### config.mk
export PLATFORM = sky130hd
export DESIGN_NAME = digit_spi_host
export DESIGN_NICKNAME = d
export VERILOG_FILES = /design/src/rtl/digit_spi_host.sv
export SDC_FILE = /design/constraint.sdc
export NUM_CORES = 1
export LEC_CHECK = 0
export BUFFER_PORTS_ARGS = -buffer_cell sky130_fd_sc_hd__buf_2
export CORE_ASPECT_RATIO = 0.6
export CORE_UTILIZATION = 30
export CTS_CLUSTER_SIZE = 20
export DETAILED_ROUTE_END_ITERATION = 12
export PLACE_DENSITY = 0.57
export SETUP_SLACK_MARGIN = 0.1
export SKIP_CTS_REPAIR_TIMING = 1
export SLEW_MARGIN = 20
export SYNTH_ARGS = -nofsm -noshare
export SYNTH_HDL_FRONTEND = slang
export SYNTH_SLANG_ARGS = --single-unit
### constraint.sdc
create_clock -name clk -period 6.85 [get_ports clk]
set_clock_uncertainty 0.05 [all_clocks]
set_input_delay 1.0275 -clock clk [delete_from_list [all_inputs] [get_ports clk]]
set_output_delay 1.0275 -clock clk [all_outputs]
set_load 0.01 [all_outputs]
### src/rtl/digit_spi_host.sv
`default_nettype none
// ============================================================================
// digit_spi_host
//   SPI mode-0 master: streams one frame into the digit recognizer, then reads
//   back its result. Define DIGIT_SPI_HOST_COST_READ_EN for a second (cost) byte.
//   Revision: 1.0
// ============================================================================
module digit_spi_host #(
  parameter int SCK_DIV     = 4,
  parameter int PIXEL_BYTES = 98
) (
  input  logic       clk,
  input  logic       n_rst,
  input  logic       start,
  input  logic       byte_valid,
  input  logic [7:0] byte_data,
  output logic       byte_ready,
  output logic       SCK,
  output logic       SS,
  output logic       MOSI,
  input  logic       MISO,
  output logic       busy,
  output logic       done,
  output logic [7:0] result,
  output logic [7:0] cost
);

  localparam int               CNT_W       = (PIXEL_BYTES < 1) ? 1 : $clog2(PIXEL_BYTES + 1);
  localparam logic [7:0]       C_DIV_LAST  = 8'(SCK_DIV - 1);
  localparam logic [CNT_W-1:0] C_LABEL_IDX = CNT_W'(PIXEL_BYTES);

  typedef enum logic [2:0] {
    S_IDLE     = 3'd0,
    S_SELECT   = 3'd1,
    S_LOAD     = 3'd2,
    S_SHIFT    = 3'd3,
    S_READ     = 3'd4,
    S_DESELECT = 3'd5,
    S_DONE     = 3'd6
  } state_t;

  state_t           r_state, w_next;
  logic [7:0]       r_div_cnt, r_tx, r_rx, r_result;
  logic [2:0]       r_bit_cnt;
  logic [CNT_W-1:0] r_byte_cnt;
  logic             r_sck, r_ss, r_busy, r_done, r_rd_primed;
  logic             w_tc, w_shifting, w_rise, w_fall, w_byte_end, w_last_rd;

`ifdef DIGIT_SPI_HOST_COST_READ_EN
  logic       r_rd_idx;
  logic [7:0] r_cost;
  assign w_last_rd = r_rd_idx;
  assign cost      = r_cost;
`else
  assign w_last_rd = 1'b1;
  assign cost      = 8'h00;
`endif

  assign SCK    = r_sck;
  assign SS     = r_ss;
  assign MOSI   = r_tx[7];
  assign busy   = r_busy;
  assign done   = r_done;
  assign result = r_result;

  // READ reuses the shift engine once its internal 0x00 load cycle has passed
  always_comb begin
    w_next     = r_state;
    byte_ready = 1'b0;
    w_tc       = (r_div_cnt == C_DIV_LAST);
    w_shifting = (r_state == S_SHIFT) || ((r_state == S_READ) && r_rd_primed);
    w_rise     = w_shifting && w_tc && !r_sck;
    w_fall     = w_shifting && w_tc && r_sck;
    w_byte_end = w_fall && (r_bit_cnt == 3'd7);
    case (r_state)
      S_IDLE:     if (start) w_next = S_SELECT;
      S_SELECT:   if (w_tc) w_next = S_LOAD;
      S_LOAD: begin
        byte_ready = 1'b1;
        if (byte_valid) w_next = S_SHIFT;
      end
      S_SHIFT:    if (w_byte_end) w_next = (r_byte_cnt == C_LABEL_IDX) ? S_READ : S_LOAD;
      S_READ:     if (w_byte_end && w_last_rd) w_next = S_DESELECT;
      S_DESELECT: if (w_tc) w_next = S_DONE;
      S_DONE:     w_next = S_IDLE;
      default:    w_next = S_IDLE;
    endcase
  end

  always_ff @(posedge clk or posedge n_rst) begin
    if (n_rst) r_state <= S_IDLE;
    else       r_state <= w_next;
  end

  always_ff @(posedge clk or posedge n_rst) begin
    if (n_rst) begin
      r_div_cnt   <= 8'd0;
      r_tx        <= 8'd0;
      r_rx        <= 8'd0;
      r_result    <= 8'd0;
      r_bit_cnt   <= 3'd0;
      r_byte_cnt  <= '0;
      r_sck       <= 1'b0;
      r_ss        <= 1'b1;
      r_busy      <= 1'b0;
      r_done      <= 1'b0;
      r_rd_primed <= 1'b0;
`ifdef DIGIT_SPI_HOST_COST_READ_EN
      r_rd_idx    <= 1'b0;
      r_cost      <= 8'd0;
`endif
    end else begin
      // Outputs registered from the next state so they switch cleanly with it
      r_ss   <= (w_next == S_IDLE) || (w_next == S_DESELECT) || (w_next == S_DONE);
      r_busy <= (w_next != S_IDLE) && (w_next != S_DONE);
      r_done <= (w_next == S_DONE);

      if ((r_state == S_SELECT) || (r_state == S_DESELECT) || w_shifting)
        r_div_cnt <= w_tc ? 8'd0 : r_div_cnt + 8'd1;
      else
        r_div_cnt <= 8'd0;

      if (w_shifting && w_tc) r_sck <= ~r_sck;
      if (w_rise) r_rx <= {r_rx[6:0], MISO};
      if (w_fall && (r_bit_cnt != 3'd7)) begin
        r_tx      <= {r_tx[6:0], 1'b0};
        r_bit_cnt <= r_bit_cnt + 3'd1;
      end

      case (r_state)
        S_IDLE: begin
          if (start) begin
            r_byte_cnt  <= '0;
            r_rd_primed <= 1'b0;
`ifdef DIGIT_SPI_HOST_COST_READ_EN
            r_rd_idx    <= 1'b0;
`endif
          end
        end
        S_LOAD: begin
          if (byte_valid) begin
            r_tx      <= byte_data;
            r_bit_cnt <= 3'd0;
          end
        end
        S_SHIFT: begin
          if (w_byte_end && (r_byte_cnt != C_LABEL_IDX))
            r_byte_cnt <= r_byte_cnt + CNT_W'(1);
        end
        S_READ: begin
          if (!r_rd_primed) begin
            r_tx        <= 8'd0;
            r_bit_cnt   <= 3'd0;
            r_rd_primed <= 1'b1;
          end else if (w_byte_end) begin
`ifdef DIGIT_SPI_HOST_COST_READ_EN
            if (r_rd_idx) begin
              r_cost <= r_rx;
            end else begin
              r_result    <= r_rx;
              r_rd_idx    <= 1'b1;
              r_rd_primed <= 1'b0;
            end
`else
            r_result <= r_rx;
`endif
          end
        end
        default: ;
      endcase
    end
  end

endmodule
`default_nettype wire

Word-level counts from Yosys, hierarchy flattened
Cells that the tools add are included.

storage, ports and cells
  register bits after elaboration = 50
  bits of input ports = 13
  logic and storage cells = 77

cells by class
  add/subtract/negate cells = 3
  equal/unequal tests = 15
  multiplexer cells = 24
  bitwise operators = 1
  reductions and logical operators = 22

operator list
  kind                   number
  $mux W8                5
  $mux W3                10
  $pmux W3 S6            1
  $pmux W8 S2            1
  $eq A3 B3 Y1 const B   5
  $mux W7                2
  $pmux W7 S2            1
  $add A8 B1 Y8 const B  1
  $eq A8 B2 Y1 const B   1
  $logic_and A1 B1 Y1    8
  $add A7 B1 Y7 const B  1
  $eq A7 B7 Y1 const B   1
  $ne A7 B7 Y1 const B   1
  $eq A3 B2 Y1 const B   2
  $logic_not A3 Y1       2
  $ne A3 B3 Y1 const B   2
  $pmux W3 S2            1
  $reduce_and A3 Y1      2
  $logic_or A1 B1 Y1     5
  $reduce_bool A2 Y1     2
  $add A3 B1 Y3 const B  1
  $eq A3 B1 Y1 const B   1
  $reduce_bool A3 Y1     1
  $mux W1                2
  other kinds (6)        6

Logic depth before layout (Yosys ltp)
Gate-level depths: netlist (run 1).

  depth in word-level cells = 11
  depth in mapped cells = 7
  gate-level depth less buffers = 6

Least setup slack after synthesis (run 1)
Ideal clock, no wire load.

  kind = input-to-reg
  start = input byte_valid
  end = register r_tx[1]
  data arrival time = 2291 ps
  required time = 6674 ps
  slack = 4383 ps
  stages on the path = 4
  path buffers = 0
  cell sequence = nor4bb_1 -> or2_1 -> a31oi_1 -> a221o_1

between the ends
  cells in the longest elaborated chain, start to end = 2

ends and longest elaborated chain
  what                  RTL line  RTL
  start, declared       15        input logic byte_valid,
  $mux W8               141       if (byte_valid) begin
  $pmux W8 S2           130       case (r_state)
  end signal, assigned  126       r_tx <= {r_tx[6:0], 1'b0};
  end signal, assigned  142       r_tx <= byte_data;
  end, declared         43        logic [7:0] r_div_cnt, r_tx, r_rx, r_result;

Every way passes these cells.
A chain may end at the register's enable or synchronous reset.

Worst setup path in the final report (run 1)
  start = register r_div_cnt[0]
  end = register r_rx[0]

between the ends
  cells in the longest elaborated chain, start to end = 3

ends and longest elaborated chain
  what                               RTL line  RTL
  start, declared                    43
  start signal, assigned             119       r_div_cnt <= w_tc ? 8'd0 : r_div_cnt + 8'd1;
  $eq A8 B2 Y1                       70        w_tc = (r_div_cnt == C_DIV_LAST);
  $logic_and A1 B1 Y1 (2 in series)  72        w_rise = w_shifting && w_tc && !r_sck;
  end signal, assigned               124       if (w_rise) r_rx <= {r_rx[6:0], MISO};
  end, declared                      43

Every way passes these cells.

==> flow_summary.ini, run 1 <==
[logic_synthesis]
yosysTopAreaCellShare_pct = 51.55
synth-simple-area-share_pct = 16.89
synthMuxAreaShare_pct = 9.679
yosysSeqAreaShare_pct = 52.66
synth_xor_xnor_area_share_pct = 3.314
yosys.cell_types.count = 48
ys.flop_type = dfrtp_1
yosys_warnings = 0
synth_edf_count = 0
synth_top_family_by_area = simple AND/OR/NAND/NOR gates
synth-compound-area-share_pct = 9.311
yosys_register_bits = 50
async_reset_ff_share_pct = 100.0
syn-cell-area_mm2 = 0.002379
synth_area_leaders = dfrtp_1 52%, mux2_2 7.6%, a221o_1 2.9%
synth_adder_area_share_pct = 2.630
netlist_instances = 208
synth.avg_cell_area_um2 = 11.44
synth_top_cell_by_area = dfrtp_1

[clocking]
numCtsBuffers = 5
clkLatencyLatePin_ns = 0.29
cts_tree = yes
cts-root-buf = clkbuf_16
cts_buffer_depth = 2
cts_sinks = 50
cts.clk_slew.worst_paths_ns = 0.06
htreeDepth = 2

[global_route]
grt_use_total_pct = 12.29
grt_max_degree = 51
antenna_found_initial = 0
gr-total-overflow = 0
grt_pass1_vias = 1525
grt_pass1_wl_mm = 7.824

[placed_design]
pre_cts_slack_ns = 3.763
place_inst = 330
dpl.hpwl_mm = 3.109
port_buffers = 26
place_congestion = 0.7518
dpl-instance-area_mm2 = 0.002577

[worst_setup_path]
critPathKind = reg2reg
crit_path_max_fanout = 9
cp-start-kind = register
endpoint_kind = register
required_ns = 6.97
cp.arrival_ns = 3.01
rrSetupSlack_ns = 3.96

[pwr]
switching_share_pct = 28.83
pwr-share-seq_pct = 47.2
finalPower_w = 0.0008709
pwr-share-comb_pct = 20.9
internal_power_w = 0.0006198
power.density_mw_per_mm2 = 317.0
clkPwrFrac_pct = 31.9
p_switching_w = 0.0002511
power.leakage_nw = 1.271
max-vdd-ir-drop_mv = 0.1487

[sta]
rsz0062_at_grt = false
final.min_clock_period_ns = 2.890
tightest_slew_ns = 0.8638
maxSlewHeadroom_pct = 42.34
hold_viol = 0
fin_ws_ns = 3.960
slew_violations = 0
fin_crit_sh_pct = 42.19
max_freq_ghz = 0.3461
setup_viol = 0
tns_ns = 0

[drt]
vias = 1591
via_per_inst = 4.707
drc = 0
postRouteAntennaNets = 0
drt-total-wl_mm = 4.501
first_iter_violations = 83
avgRoutedWirePerCell_um = 13.32
firstDrtPassIters = 4

[layout]
antennaDiodeCount = 0
drive_gt1_share_pct = 23.93
layout.nets = 251
syn_to_final_growth_pct = 15.52
final_common_cell = dfrtp_1
finalInstanceArea_mm2 = 0.002748
final-instance-count-excl-fill = 338
final_cell_mix = 49 x dfrtp_1, 26 x buf_2, 17 x nor2_1, 16 x mux2_2, 12 x nand2_1
n_fill_cell = 734

[floorplanning]
io_pins = 35
coreArea_mm2 = 0.007477
die_area_mm2 = 0.008300
row_count = 24
start_util_pct = 31.81
die-height_um = 70.97
dieWidth_um = 117.0

[job]
max-cap-violations = 0

[status]
status = finished clean

[min_path]
min_path_type = reg2reg
-- sequential cells by signal, indices dropped and copies added, names as in the netlist --
register	cells
r_bit_cnt	3
done	1
busy	1
r_state	3
r_tx	8
r_div_cnt	8
SCK	1
result	8
r_rx	8
SS	1
r_rd_primed	1
r_byte_cnt	7
-- area by class of cell --
cell class	count	area (µm²)	share of cell area, %
repair buffers	27	137.6	5.009
clock inverters	1	30.03	1.093
inverters	7	27.53	1.002
multi-input cells	142	1037	37.75
well taps	104	130.1	4.736
flip-flops and latches	50	1252	45.58
clock buffers	7	132.6	4.827
-- cells in the mapped netlist, types with 2 or more instances --
cell       count
dfrtp_1       49
nor2_1        17
mux2_2        16
nand2_1       12
and2_1         8
buf_4          8
a221o_1        7
inv_1          7
xor2_1         6
ha_1           5
mux2i_1        5
o21ai_0        5
and3_1         4
clkbuf_1       4
nand3_1        4
or4_1          4
a31oi_1        3
buf_2          3
xnor2_1        3
a21o_1         2
a21oi_1        2
nand3b_1       2
nand4_1        2
nand4bb_1      2
nor2b_1        2
o211ai_1       2
o311a_1        2
or4_4          2
-- worst max-delay path, cell delays in order, from the launching register on --
cell      delay (ns)
dfrtp_1         0.38
ha_1            0.21
or3b_2          0.57
a211oi_1        0.45
nor2b_1         0.70
mux2_2          0.41
-- stage by stage --
stage	util (%)	hold slack, ns
finish	36.75	0.4311
global route	36.75	0.4574
CTS	36.65	0.4363
detailed placement	34.47	0.4275
global placement	34.47	0.4222
floorplan	-	0.3979
-- metal layers --
| layer | track usage, % | part of all wire, % |
|---|---|---|
| met4 | 2.954 | 0.87 |
| met1 | 19.58 | 57 |
| met2 | 15.71 | 37 |
| met5 | 0 | 0 |
| met3 | 3.770 | 4.4 |
-- power by group through the flow --
stage,combinational (W),sequential (W),clock [W]
final,0.000182,0.000411,0.000277
after floorplan,0.000151,0.000400,0
after global routing,0.000211,0.000421,0.000295
after detailed placement,0.000185,0.000416,0
after CTS,0.000184,0.000412,0.000285
after global placement,0.000179,0.000416,0
-- worst paths after layout --
kind,depth (start not counted),to,from
hold reg to reg,1,r_div_cnt[0]$_DFF_PP0_,r_div_cnt[0]$_DFF_PP0_
max in group asynchronous,2,r_tx[5]$_DFF_PP0_,n_rst
min in group asynchronous,2,result[6]$_DFFE_PP0P_,n_rst
setup / recovery,5,r_rx[0]$_DFFE_PP0P_,r_div_cnt[0]$_DFF_PP0_
setup reg to reg,5,r_rx[0]$_DFFE_PP0P_,r_div_cnt[0]$_DFF_PP0_
hold / removal,1,r_div_cnt[0]$_DFF_PP0_,r_div_cnt[0]$_DFF_PP0_
-- cells by family after synthesis --
logic type	count (synthesis)
other	1
xor gates and xnor gates	9
AOI/OAI and AO/OA	29
adders and majority gates	5
buffers and inverters	23
muxes	21
DFF	50
and+or+nand+nor	70
Note: power is estimated with default switching activity, not from simulation.
==> run 2: changes to the inputs <==
clock period = 2.8 ns   (was 6.85 ns; I/O delays follow)
==> run 2 against run 1 <==
Compared with the run above:
- non-clock buffer count grew 4
- global-route usage grew 0.38 points
- power grew 140%
- highest routed layer unchanged
==> flow_summary.ini, run 2 (synthesis results as in run 1) <==
[sta]
slew_violations = 0
max_freq_ghz = 0.4050
final.min_clock_period_ns = 2.469
hold_viol = 0
maxSlewHeadroom_pct = 54.99
tns_ns = 0
fin_crit_sh_pct = 88.19
setup_viol = 0
tightest_slew_ns = 0.6720
rsz0062_at_grt = false

[floorplanning]
start_util_pct = 31.81
row_count = 24
coreArea_mm2 = 0.007477
io_pins = 35
die-height_um = 70.97
die_area_mm2 = 0.008300
dieWidth_um = 117.0

[layout]
final_cell_mix = 49 x dfrtp_1, 26 x buf_2, 17 x nor2_1, 16 x mux2_2, 12 x nand2_1
final-instance-count-excl-fill = 342
drive_gt1_share_pct = 25.21
n_fill_cell = 729
fin_util_pct = 36.85
layout.nets = 255
antennaDiodeCount = 0
final_common_cell = dfrtp_1
syn_to_final_growth_pct = 15.83

[drt]
drc = 0
first_iter_violations = 66
vias = 1601
via_per_inst = 4.681
avgRoutedWirePerCell_um = 13.54
firstDrtPassIters = 4
drt-total-wl_mm = 4.630
postRouteAntennaNets = 0

[clocking]
cts_sinks = 50
cts_buffer_depth = 2
clkLatencyLatePin_ns = 0.29
cts-root-buf = clkbuf_16
htreeDepth = 2
cts.clk_slew.worst_paths_ns = 0.06
numCtsBuffers = 5
cts_tree = yes

[pwr]
power.density_mw_per_mm2 = 749.6
power.leakage_nw = 1.288
finalPower_w = 0.002065
max-vdd-ir-drop_mv = 0.3227

[global_route]
gr-total-overflow = 0
grt_pass1_wl_mm = 7.886
grt_use_total_pct = 12.67
grt_pass1_vias = 1545
grt_max_degree = 29
antenna_found_initial = 0

[worst_setup_path]
critPathKind = reg2reg
timing.rr.end = r_rx[4]$_DFFE_PP0P_
endpoint_kind = register
critical_path.startpoint = r_div_cnt[0]$_DFF_PP0_
required_ns = 2.92
reg2regPathDepth = 6
cp-start-kind = register
r2r_start = r_div_cnt[0]$_DFF_PP0_
rrSetupSlack_ns = 0.33
cp.arrival_ns = 2.59
crit_path_max_fanout = 9

[placed_design]
place_congestion = 0.7643
port_buffers = 26
dpl.hpwl_mm = 3.360
place_inst = 334

[job]
max-cap-violations = 0

[status]
status = finished clean

[min_path]
min_path_type = in2async
run 2: changes by cell type in the layout (fill, tap and decap cells not counted), sizes merged:
cell	delta
bufinv	-1
buf	+4
inv	+1
run 2: layer usage:
metal / routed length, µm / up-vias / track usage [%]
li1: - / 791 / -
met1: 2637 / 768 / 19.93
met2: 1711 / 34 / 15.78
met3: 230 / 8 / 4.370
met5: 0 / - / 0
met4: 50 / 0 / 3.797
run 2: worst max-delay path by stage:
| stage | to | cells past startpoint |
|---|---|---|
| finish | r_rx[4]$_DFFE_PP0P_ | 6 |
| global route | r_rx[2]$_DFFE_PP0P_ | 6 |
| CTS | r_rx[4]$_DFFE_PP0P_ | 6 |
| detailed placement | r_rx[4]$_DFFE_PP0P_ | 6 |
| global placement | r_rx[7]$_DFFE_PP0P_ | 6 |
| floorplan | r_byte_cnt[3]$_DFFE_PP0P_ | 6 |
run 2: cell type report:
type	count	area, µm²	share of cell area, %
clock buffers	7	142.6	5.177
inverters	7	26.28	0.9537
clock inverters	1	5.005	0.1817
well taps	104	130.1	4.723
flip-flops and latches	50	1252	45.46
multi-input cells	142	1031	37.42
repair buffers	31	167.7	6.085
run 2: critical path, cell delays in order, from the launching register on:
cell	delay (ns)
dfrtp_1	0.38
ha_1	0.20
or3b_2	0.56
a211oi_1	0.39
nor2b_1	0.22
buf_4	0.20
mux2_2	0.34
run 2: power by group:
part | internal (W) | switching (W) | total (W)
registers | 0.000876 | 0.000126 | 0.00100
clock network | 0.000354 | 0.000252 | 0.000606
logic | 0.000225 | 0.000232 | 0.000457
run 2: stage by stage:
step	setup WS (ns)	area, µm²	hold slack [ns]
2_1_floorplan	0.4949	2405	0.3979
3_3_place_gp	0.3676	2608	0.4152
3_5_place_dp	0.3627	2608	0.4291
4_1_cts	0.3297	2755	0.1477
5_1_grt	0.1648	2755	0.1935
6_report	0.3307	2755	0.1275
